**src/rtl/i2c_regbank_pkg.sv**
```systemverilog
// i2c_regbank_pkg
// Shared definitions for the I2C APB register bank: register byte offsets,
// STATUS bit positions, packed register layouts and a slave-address helper.
// Optional feature macro used by the bank: I2C_REGBANK_IRQ_EN.
package i2c_regbank_pkg;

    localparam logic [7:0] OFF_ADDR   = 8'h00;
    localparam logic [7:0] OFF_STATUS = 8'h04;
    localparam logic [7:0] OFF_MASK   = 8'h08;
    localparam logic [7:0] OFF_TXDATA = 8'h0C;
    localparam logic [7:0] OFF_RXDATA = 8'h10;
    localparam logic [7:0] OFF_LEVEL  = 8'h14;

    localparam int ST_NAK     = 0;
    localparam int ST_TRA     = 1;
    localparam int ST_REC     = 2;
    localparam int ST_RXOVF   = 3;
    localparam int ST_TXEMPTY = 8;
    localparam int ST_TXFULL  = 9;
    localparam int ST_RXEMPTY = 10;
    localparam int ST_RXFULL  = 11;

    typedef struct packed {
        logic        tba;
        logic [20:0] rsvd;
        logic [9:0]  slvaddr;
    } addr_reg_t;

    // w1c holds {RXOVF, REC, TRA, NAK}
    typedef struct packed {
        logic [19:0] rsvd_hi;
        logic        rxfull;
        logic        rxempty;
        logic        txfull;
        logic        txempty;
        logic [3:0]  rsvd_lo;
        logic [3:0]  w1c;
    } status_reg_t;

    typedef struct packed {
        logic [27:0] rsvd;
        logic [3:0]  mask;
    } mask_reg_t;

    typedef struct packed {
        logic [7:0] rsvd_hi;
        logic [7:0] rxlvl;
        logic [7:0] rsvd_lo;
        logic [7:0] txlvl;
    } level_reg_t;

    // In 7-bit mode the upper three address bits are forced to zero.
    function automatic logic [9:0] clip_slvaddr(input logic tba, input logic [9:0] sa);
        clip_slvaddr = tba ? sa : {3'b000, sa[6:0]};
    endfunction

endpackage

```
**src/rtl/i2c_byte_fifo.sv**
```systemverilog
// i2c_byte_fifo
// Byte FIFO with DEPTH entries (power of two). A push while full is accepted
// only when a pop happens in the same cycle; a pop while empty is ignored.
// Ports: clk, rst (async active-high, empties the FIFO at once), push, pop,
// wdata[7:0], rdata[7:0] (head, 0 when empty), full, empty, level[LVL_W-1:0].
module i2c_byte_fifo import i2c_regbank_pkg::*; #(
    parameter  int DEPTH = 8,
    localparam int PTR_W = $clog2(DEPTH),
    localparam int LVL_W = PTR_W + 1
) (
    input  logic             clk,
    input  logic             rst,
    input  logic             push,
    input  logic             pop,
    input  logic [7:0]       wdata,
    output logic [7:0]       rdata,
    output logic             full,
    output logic             empty,
    output logic [LVL_W-1:0] level
);

    logic [7:0]       mem_r [DEPTH];
    logic [PTR_W-1:0] wr_ptr_r;
    logic [PTR_W-1:0] rd_ptr_r;
    logic [LVL_W-1:0] level_r;
    logic             do_push_s;
    logic             do_pop_s;

    // Qualify requests against occupancy; a simultaneous pop frees a full slot.
    always_comb begin
        empty     = (level_r == {LVL_W{1'b0}});
        full      = (level_r == LVL_W'(DEPTH));
        do_pop_s  = pop & ~empty;
        do_push_s = push & (~full | do_pop_s);
        level     = level_r;
        rdata     = empty ? 8'h00 : mem_r[rd_ptr_r];
    end

    // Storage array; contents are only observable through rdata when non-empty.
    always_ff @(posedge clk) begin
        if (do_push_s) begin
            mem_r[wr_ptr_r] <= wdata;
        end
    end

    // Pointers wrap naturally because DEPTH is a power of two.
    always_ff @(posedge clk or posedge rst) begin
        if (rst) begin
            wr_ptr_r <= {PTR_W{1'b0}};
            rd_ptr_r <= {PTR_W{1'b0}};
            level_r  <= {LVL_W{1'b0}};
        end else begin
            if (do_push_s) begin
                wr_ptr_r <= wr_ptr_r + PTR_W'(1'b1);
            end
            if (do_pop_s) begin
                rd_ptr_r <= rd_ptr_r + PTR_W'(1'b1);
            end
            case ({do_push_s, do_pop_s})
                2'b10:   level_r <= level_r + LVL_W'(1'b1);
                2'b01:   level_r <= level_r - LVL_W'(1'b1);
                default: level_r <= level_r;
            endcase
        end
    end

endmodule

```
**src/rtl/i2c_apb_regbank_fifo.sv**
```systemverilog
// i2c_apb_regbank_fifo
// APB register bank for the I2C controller with TX/RX byte FIFOs, 7/10-bit
// slave addressing, sticky W1C status and PSLVERR on illegal accesses.
// Optional feature: define I2C_REGBANK_IRQ_EN to implement MASK and o_irq;
// otherwise MASK reads 0 (writes ignored) and o_irq is tied low.
// Ports: HCLK, HRESET (async active-high); APB slave i_PADDR/i_PWDATA/
// i_PWRITE/i_PSEL/i_PENABLE -> o_PRDATA/o_PREADY/o_PSLVERR; controller side
// o_tba, o_slvaddr, o_tx_byte/o_tx_valid/i_tx_ready, i_rx_byte/i_rx_valid,
// event strobes i_tra/i_nak, and registered interrupt o_irq.
module i2c_apb_regbank_fifo import i2c_regbank_pkg::*; #(
    parameter  int APB_ADDR_WIDTH = 12,
    parameter  int APB_DATA_WIDTH = 32,
    parameter  int FIFO_DEPTH     = 8,
    localparam int LVL_W          = $clog2(FIFO_DEPTH) + 1
) (
    input  logic                      HCLK,
    input  logic                      HRESET,
    input  logic [APB_ADDR_WIDTH-1:0] i_PADDR,
    input  logic [APB_DATA_WIDTH-1:0] i_PWDATA,
    input  logic                      i_PWRITE,
    input  logic                      i_PSEL,
    input  logic                      i_PENABLE,
    output logic [APB_DATA_WIDTH-1:0] o_PRDATA,
    output logic                      o_PREADY,
    output logic                      o_PSLVERR,
    output logic                      o_tba,
    output logic [9:0]                o_slvaddr,
    output logic [7:0]                o_tx_byte,
    output logic                      o_tx_valid,
    input  logic                      i_tx_ready,
    input  logic [7:0]                i_rx_byte,
    input  logic                      i_rx_valid,
    input  logic                      i_tra,
    input  logic                      i_nak,
    output logic                      o_irq
);

    logic             access_s, err_s, wr_ok_s, rd_ok_s;
    logic [7:0]       offset_s;
    logic [31:0]      rdata_s;
    addr_reg_t        addr_r;
    logic [3:0]       w1c_r, w1c_set_s, w1c_clr_s, mask_s;
    status_reg_t      status_view_s;
    mask_reg_t        mask_view_s;
    level_reg_t       level_view_s;
    logic             tx_push_s, tx_pop_s, tx_full_s, tx_empty_s;
    logic             rx_pop_s, rx_full_s, rx_empty_s, rx_acc_s, rx_drop_s;
    logic [7:0]       rx_head_s;
    logic [LVL_W-1:0] tx_level_s, rx_level_s;
    logic             unused_s;

    assign unused_s = ^i_PWDATA[30:10];
    assign o_PREADY = 1'b1;

    // APB decode: error classification and read-data selection.
    always_comb begin
        access_s = i_PSEL & i_PENABLE;
        offset_s = i_PADDR[7:0];
        err_s    = 1'b0;
        rdata_s  = 32'h0000_0000;
        if (i_PADDR[APB_ADDR_WIDTH-1:8] != {(APB_ADDR_WIDTH-8){1'b0}}) begin
            err_s = 1'b1;
        end else begin
            case (offset_s)
                OFF_ADDR:   rdata_s = addr_r;
                OFF_STATUS: rdata_s = status_view_s;
                OFF_MASK:   rdata_s = mask_view_s;
                OFF_TXDATA: err_s = ~i_PWRITE | tx_full_s;
                OFF_RXDATA: begin
                    err_s   = i_PWRITE | rx_empty_s;
                    rdata_s = {24'h00_0000, rx_head_s};
                end
                OFF_LEVEL: begin
                    err_s   = i_PWRITE;
                    rdata_s = level_view_s;
                end
                default: err_s = 1'b1;
            endcase
        end
        wr_ok_s   = access_s & i_PWRITE & ~err_s;
        rd_ok_s   = access_s & ~i_PWRITE & ~err_s;
        o_PSLVERR = access_s & err_s;
        if (rd_ok_s) begin
            o_PRDATA = rdata_s;
        end else begin
            o_PRDATA = 32'h0000_0000;
        end
    end

    // FIFO handshakes and status event sources.
    always_comb begin
        tx_push_s  = wr_ok_s & (offset_s == OFF_TXDATA);
        tx_pop_s   = ~tx_empty_s & i_tx_ready;
        o_tx_valid = ~tx_empty_s;
        rx_pop_s   = rd_ok_s & (offset_s == OFF_RXDATA);
        // A full RX FIFO still accepts the push if the bus pops this cycle.
        rx_acc_s   = i_rx_valid & (~rx_full_s | rx_pop_s);
        rx_drop_s  = i_rx_valid & ~rx_acc_s;
        w1c_set_s  = 4'h0;
        w1c_set_s[ST_RXOVF] = rx_drop_s;
        w1c_set_s[ST_REC]   = rx_acc_s;
        w1c_set_s[ST_TRA]   = i_tra;
        w1c_set_s[ST_NAK]   = i_nak;
        if (wr_ok_s && (offset_s == OFF_STATUS)) begin
            w1c_clr_s = i_PWDATA[3:0];
        end else begin
            w1c_clr_s = 4'h0;
        end
    end

    // Read views of STATUS, MASK and LEVEL.
    always_comb begin
        status_view_s         = status_reg_t'(32'h0000_0000);
        status_view_s.w1c     = w1c_r;
        status_view_s.txempty = tx_empty_s;
        status_view_s.txfull  = tx_full_s;
        status_view_s.rxempty = rx_empty_s;
        status_view_s.rxfull  = rx_full_s;
        mask_view_s           = mask_reg_t'(32'h0000_0000);
        mask_view_s.mask      = mask_s;
        level_view_s          = level_reg_t'(32'h0000_0000);
        level_view_s.txlvl    = 8'(tx_level_s);
        level_view_s.rxlvl    = 8'(rx_level_s);
    end

    // ADDR register and sticky status; a hardware set beats a same-cycle clear.
    always_ff @(posedge HCLK or posedge HRESET) begin
        if (HRESET) begin
            addr_r <= addr_reg_t'(32'h0000_0000);
            w1c_r  <= 4'h0;
        end else begin
            if (wr_ok_s && (offset_s == OFF_ADDR)) begin
                addr_r.tba     <= i_PWDATA[31];
                addr_r.rsvd    <= 21'h00_0000;
                addr_r.slvaddr <= clip_slvaddr(i_PWDATA[31], i_PWDATA[9:0]);
            end
            w1c_r <= (w1c_r & ~w1c_clr_s) | w1c_set_s;
        end
    end

    assign o_tba     = addr_r.tba;
    assign o_slvaddr = addr_r.slvaddr;

`ifdef I2C_REGBANK_IRQ_EN
    logic [3:0] mask_r;
    logic       irq_r;

    // Interrupt mask and registered interrupt request.
    always_ff @(posedge HCLK or posedge HRESET) begin
        if (HRESET) begin
            mask_r <= 4'h0;
            irq_r  <= 1'b0;
        end else begin
            if (wr_ok_s && (offset_s == OFF_MASK)) begin
                mask_r <= i_PWDATA[3:0];
            end
            irq_r <= |(w1c_r & mask_r);
        end
    end

    assign mask_s = mask_r;
    assign o_irq  = irq_r;
`else
    assign mask_s = 4'h0;
    assign o_irq  = 1'b0;
`endif

    i2c_byte_fifo #(.DEPTH(FIFO_DEPTH)) u_tx_fifo (
        .clk   (HCLK),
        .rst   (HRESET),
        .push  (tx_push_s),
        .pop   (tx_pop_s),
        .wdata (i_PWDATA[7:0]),
        .rdata (o_tx_byte),
        .full  (tx_full_s),
        .empty (tx_empty_s),
        .level (tx_level_s)
    );

    i2c_byte_fifo #(.DEPTH(FIFO_DEPTH)) u_rx_fifo (
        .clk   (HCLK),
        .rst   (HRESET),
        .push  (i_rx_valid),
        .pop   (rx_pop_s),
        .wdata (i_rx_byte),
        .rdata (rx_head_s),
        .full  (rx_full_s),
        .empty (rx_empty_s),
        .level (rx_level_s)
    );

endmodule

```
**config.mk**
```make
export PLATFORM = sky130hd
export DESIGN_NAME = i2c_apb_regbank_fifo
export DESIGN_NICKNAME = d
export VERILOG_FILES = /design/src/rtl/i2c_regbank_pkg.sv /design/src/rtl/i2c_byte_fifo.sv /design/src/rtl/i2c_apb_regbank_fifo.sv
export SDC_FILE = /design/constraint.sdc
export NUM_CORES = 1
export LEC_CHECK = 0
export BUFFER_PORTS_ARGS = -buffer_cell sky130_fd_sc_hd__buf_2
export CORE_MARGIN = 2
export CORE_UTILIZATION = 45
export DETAILED_ROUTE_END_ITERATION = 6
export PLACE_DENSITY_LB_ADDON = 0.12
export SLEW_MARGIN = 40
export SYNTH_ARGS = -nofsm -noshare
export SYNTH_HDL_FRONTEND = slang
export SYNTH_SLANG_ARGS = --single-unit
```
**constraint.sdc**
```tcl
create_clock -name HCLK -period 2.82 [get_ports HCLK]
set_clock_uncertainty 0.2 [all_clocks]
set_input_delay 0.423 -clock HCLK [delete_from_list [all_inputs] [get_ports HCLK]]
set_output_delay 0.423 -clock HCLK [all_outputs]
set_load 0.02 [all_outputs]
```
==> out/qor.yml <==
power_and_ir_drop:
  pwr-share-comb_pct: 24.9
  clockPowerShare_pct: 32.1
  ir_worst_vdd_mv: 0.404
  total_leakage_power_nw: 3.41
  switching_share_pct: 30.4
  cell_internal_pwr_w: 0.00486
  p_total_w: 0.00698
  seq_power_share_pct: 43.0
  p_sw_w: 0.00212
  power.density_nw_per_um2: 769
critical_path:
  arrival_ns: 2.29
  r2r-end: "u_tx_fifo.level[3]$_DFFE_PP0P_"
  criticalPathCategory: "register to output port"
  r2r_start: "u_rx_fifo.level[1]$_DFFE_PP0P_"
  crit_fanout: 8
  worstRegToRegCells: 12
  rrSetupSlack_ns: 0.06
  endpoint_kind: "output port"
  startpoint_type: "register"
  cp.required_ns: 2.20
sta:
  hold_viol: 0
  worst_slew_pin_slew_ns: 0.558
  rsz0062_at_grt: "true"
  fin_ws_ns: -0.0966
  drv_slew: 0
  max_freq_mhz: 343
  tns_ns: -1.35
  setup_viol: 17
  max_slew_margin_pct: 62.5
  period_minus_slack_ns: 2.92
  period_share_pct: 103
routing:
  dr.pass1.iters: 5
  wl_per_cell_um: 18.6
  detail_route.iter0.violations: 223
  vias: 4157
  drc: 0
  via_per_inst: 5.11
  wl_um: 15200
  final_antenna_net_count: 0
clock_network:
  worstSkewPairLatency_ns: 0.43
  cts.sinks: 163
  clk_pin_slew_ns: 0.07
  cts.root.buffer_cell: "clkbuf_16"
  htree_levels: 4
  cts_tree: "built"
  cts_made_buffers: 17
  clock_path_buffers: 2
final_layout:
  syn_to_final_growth_pct: 26.5
  nNetsFinal: 657
  finalInstanceArea_um2: 9070
  instances_no_fill: 814
  nFillCells: 1254
  diodes: 0
  layout-drive-gt1-share_pct: 44.6
placed_design:
  portBuffers: 77
  place.gp.congestion: 0.744
  post-place-cells: 772
  detailed_place_hpwl_um: 10300
  post_dp_cell_area_um2: 8170
synthesis:
  synth-seq-cells: 163
  synth-seq-area-share_pct: 65.8
  yosysUniqueCellTypes: 49
  synth-edff-count: 128
  synth_cells: 442
  synth_top_area_share_pct: 53.6
  synth_area_um2: 7170
  yosysWarnings: 0
  syn_avg_cell_area_um2: 16.2
  synth_area_leader_cell: "edfxtp_1"
  yosysMostFrequentCell: "edfxtp_1"
  synthTopCellsByArea: "edfxtp_1, dfrtp_1, mux4_2, mux2_2, nor2_1"
  synth_commonest_cells: "edfxtp_1, nor2_1, dfrtp_1, mux4_2, mux2_2"
  ys.flop_type: "edfxtp_1"
  synthArstFlopShare_pct: 21.5
global_route:
  grt_pass1_vias: 4263
  grt_pass1_wl_um: 23400
  grt_remaining_overflow: 0
  antenna_found_initial: 0
  gr-usage-all-layers_pct: 19.0
  grt_start_max_net_pins: 36
hold_path:
  min_from: "i_PWDATA[9]"
  hold_depth: 3
  hp-class: "input pin to register"
  worstHoldEndpoint: "o_slvaddr[9]$_DFFE_PP0P_"
status:
  status: "finished, violations left"
  violations: "negative setup slack"
floorplanning:
  rows: 46
  num_io_pins: 116
  initial_core_util_pct: 45.6
  die_h_um: 130
  chipWidth_um: 130
  die_area_um2: 17000
  core_um2: 15700
job:
  maxCapViolCount: 0
## cell usage in the layout (no fill, tap or decap), types with 6 or more instances in the layout
master / Yosys / routed
edfxtp_1: 128 / 128
buf_4: 17 / 62
buf_2: 6 / 61
dfrtp_1: 35 / 34
mux4_2: 32 / 32
nor2_1: 38 / 29
mux2_2: 21 / 21
nand2_1: 19 / 18
clkbuf_16: 0 / 18
conb_1: 2 / 17
buf_6: 1 / 16
xnor2_1: 9 / 9
a21oi_1: 10 / 9
mux2i_1: 9 / 9
xor2_1: 8 / 8
ha_1: 10 / 8
nor3_1: 9 / 7
inv_1: 8 / 7
nor2_2: 0 / 6
a22oi_1: 9 / 6
## state kept, by name, indices dropped and copies added, names as in the netlist
signal,count
u_rx_fifo.level,4
u_rx_fifo.rd_ptr_r,3
u_tx_fifo.wr_ptr_r,3
u_tx_fifo.rd_ptr_r,3
u_rx_fifo.mem_r,64
u_tx_fifo.mem_r,64
o_tba,1
u_rx_fifo.wr_ptr_r,3
u_tx_fifo.level,4
o_slvaddr,10
w1c_r,4
## metrics by stage
stage / util, % / worst slack (ns) / hold WS (ns)
CTS: 57.0 / -0.0966 / 0.0336
global placement: 52.0 / -0.0586 / 0.269
global route: 57.7 / -0.169 / 0.0442
detailed placement: 52.0 / -0.0825 / 0.267
floorplan: - / -0.00124 / 0.245
finish: 57.7 / -0.0966 / 0.0451
## per-layer routing
layer / vias up / global-route usage [%] / wire length [um]
met5: - / 0 / 0
met3: 16 / 4.35 / 536
met2: 81 / 32.9 / 8140
met1: 2107 / 23.8 / 6340
li1: 1953 / - / -
met4: 0 / 6.14 / 148
## what timing repair did
action                                  4_1_cts  5_1_grt
hold buffers                                  3        0
pin swaps                                    11        6
endpoints found under the setup margin       19       20
gates cloned                                  0        1
setup buffers                                 3        4
resized for setup                            49       16
hold endpoints to repair                     37        0
## power groups by stage
stage	Combinational (W)	Sequential [W]	Clock [W]
2_1_floorplan	0.00119	0.00302	0
3_3_place_gp	0.00170	0.00303	0
3_5_place_dp	0.00173	0.00305	0
4_1_cts	0.00176	0.00300	0.00228
5_1_grt	0.00193	0.00302	0.00239
6_report	0.00174	0.00300	0.00224
## area by class of cell
| type | count | area [um2] | area share (%) |
|---|---|---|---|
| clock buffer | 17 | 425 | 4.69 |
| clock inverter | 15 | 159 | 1.75 |
| inverter | 8 | 32.5 | 0.359 |
| multi-input combinational | 250 | 2420 | 26.6 |
| sequential | 163 | 4720 | 52.0 |
| tap | 216 | 270 | 2.98 |
| timing repair buffer | 145 | 1050 | 11.5 |
## critical path: stages, from the launching register on
cell      delay, ns
dfrtp_1        0.39
or4_4          0.55
o211ai_1       0.26
buf_4          0.19
or3_4          0.15
buf_12         0.15
nor2_2         0.05
buf_6          0.13
## worst max-delay path by stage
stage                                         startpoint                             end  slack [ns]  cells after the start
after floorplan                               i_PADDR[6]  u_tx_fifo.level[3]$_DFFE_PP0P_      -0.001                     11
after global placement                        i_PADDR[4]  u_tx_fifo.level[3]$_DFFE_PP0P_       -0.06                     13
after detailed placement                      i_PADDR[4]  u_tx_fifo.level[3]$_DFFE_PP0P_       -0.08                     13
after CTS                 u_tx_fifo.level[2]$_DFFE_PP0P_                    o_PRDATA[16]        -0.1                      7
after global routing      u_rx_fifo.level[1]$_DFFE_PP0P_                     o_PRDATA[3]       -0.17                      7
final                     u_rx_fifo.level[1]$_DFFE_PP0P_                     o_PRDATA[6]        -0.1                      7
## cell families (layout without fill, tap and decap cells)
group                    count (synthesis)  count (layout)  share of synthesized area, %
adder cells (fa/ha/maj)                 11              11                          2.02
other                                    2              17                         0.105
buffers and inverters                   44             185                          3.40
flip-flops                             163             163                          65.8
AND/OR/NAND/NOR                        104             104                          7.69
AO/OA/AOI/OAI                           35              35                          3.45
XOR/XNOR                                17              17                          2.08
multiplexers                            66              66                          15.4
(Power assumes the default switching activity.)
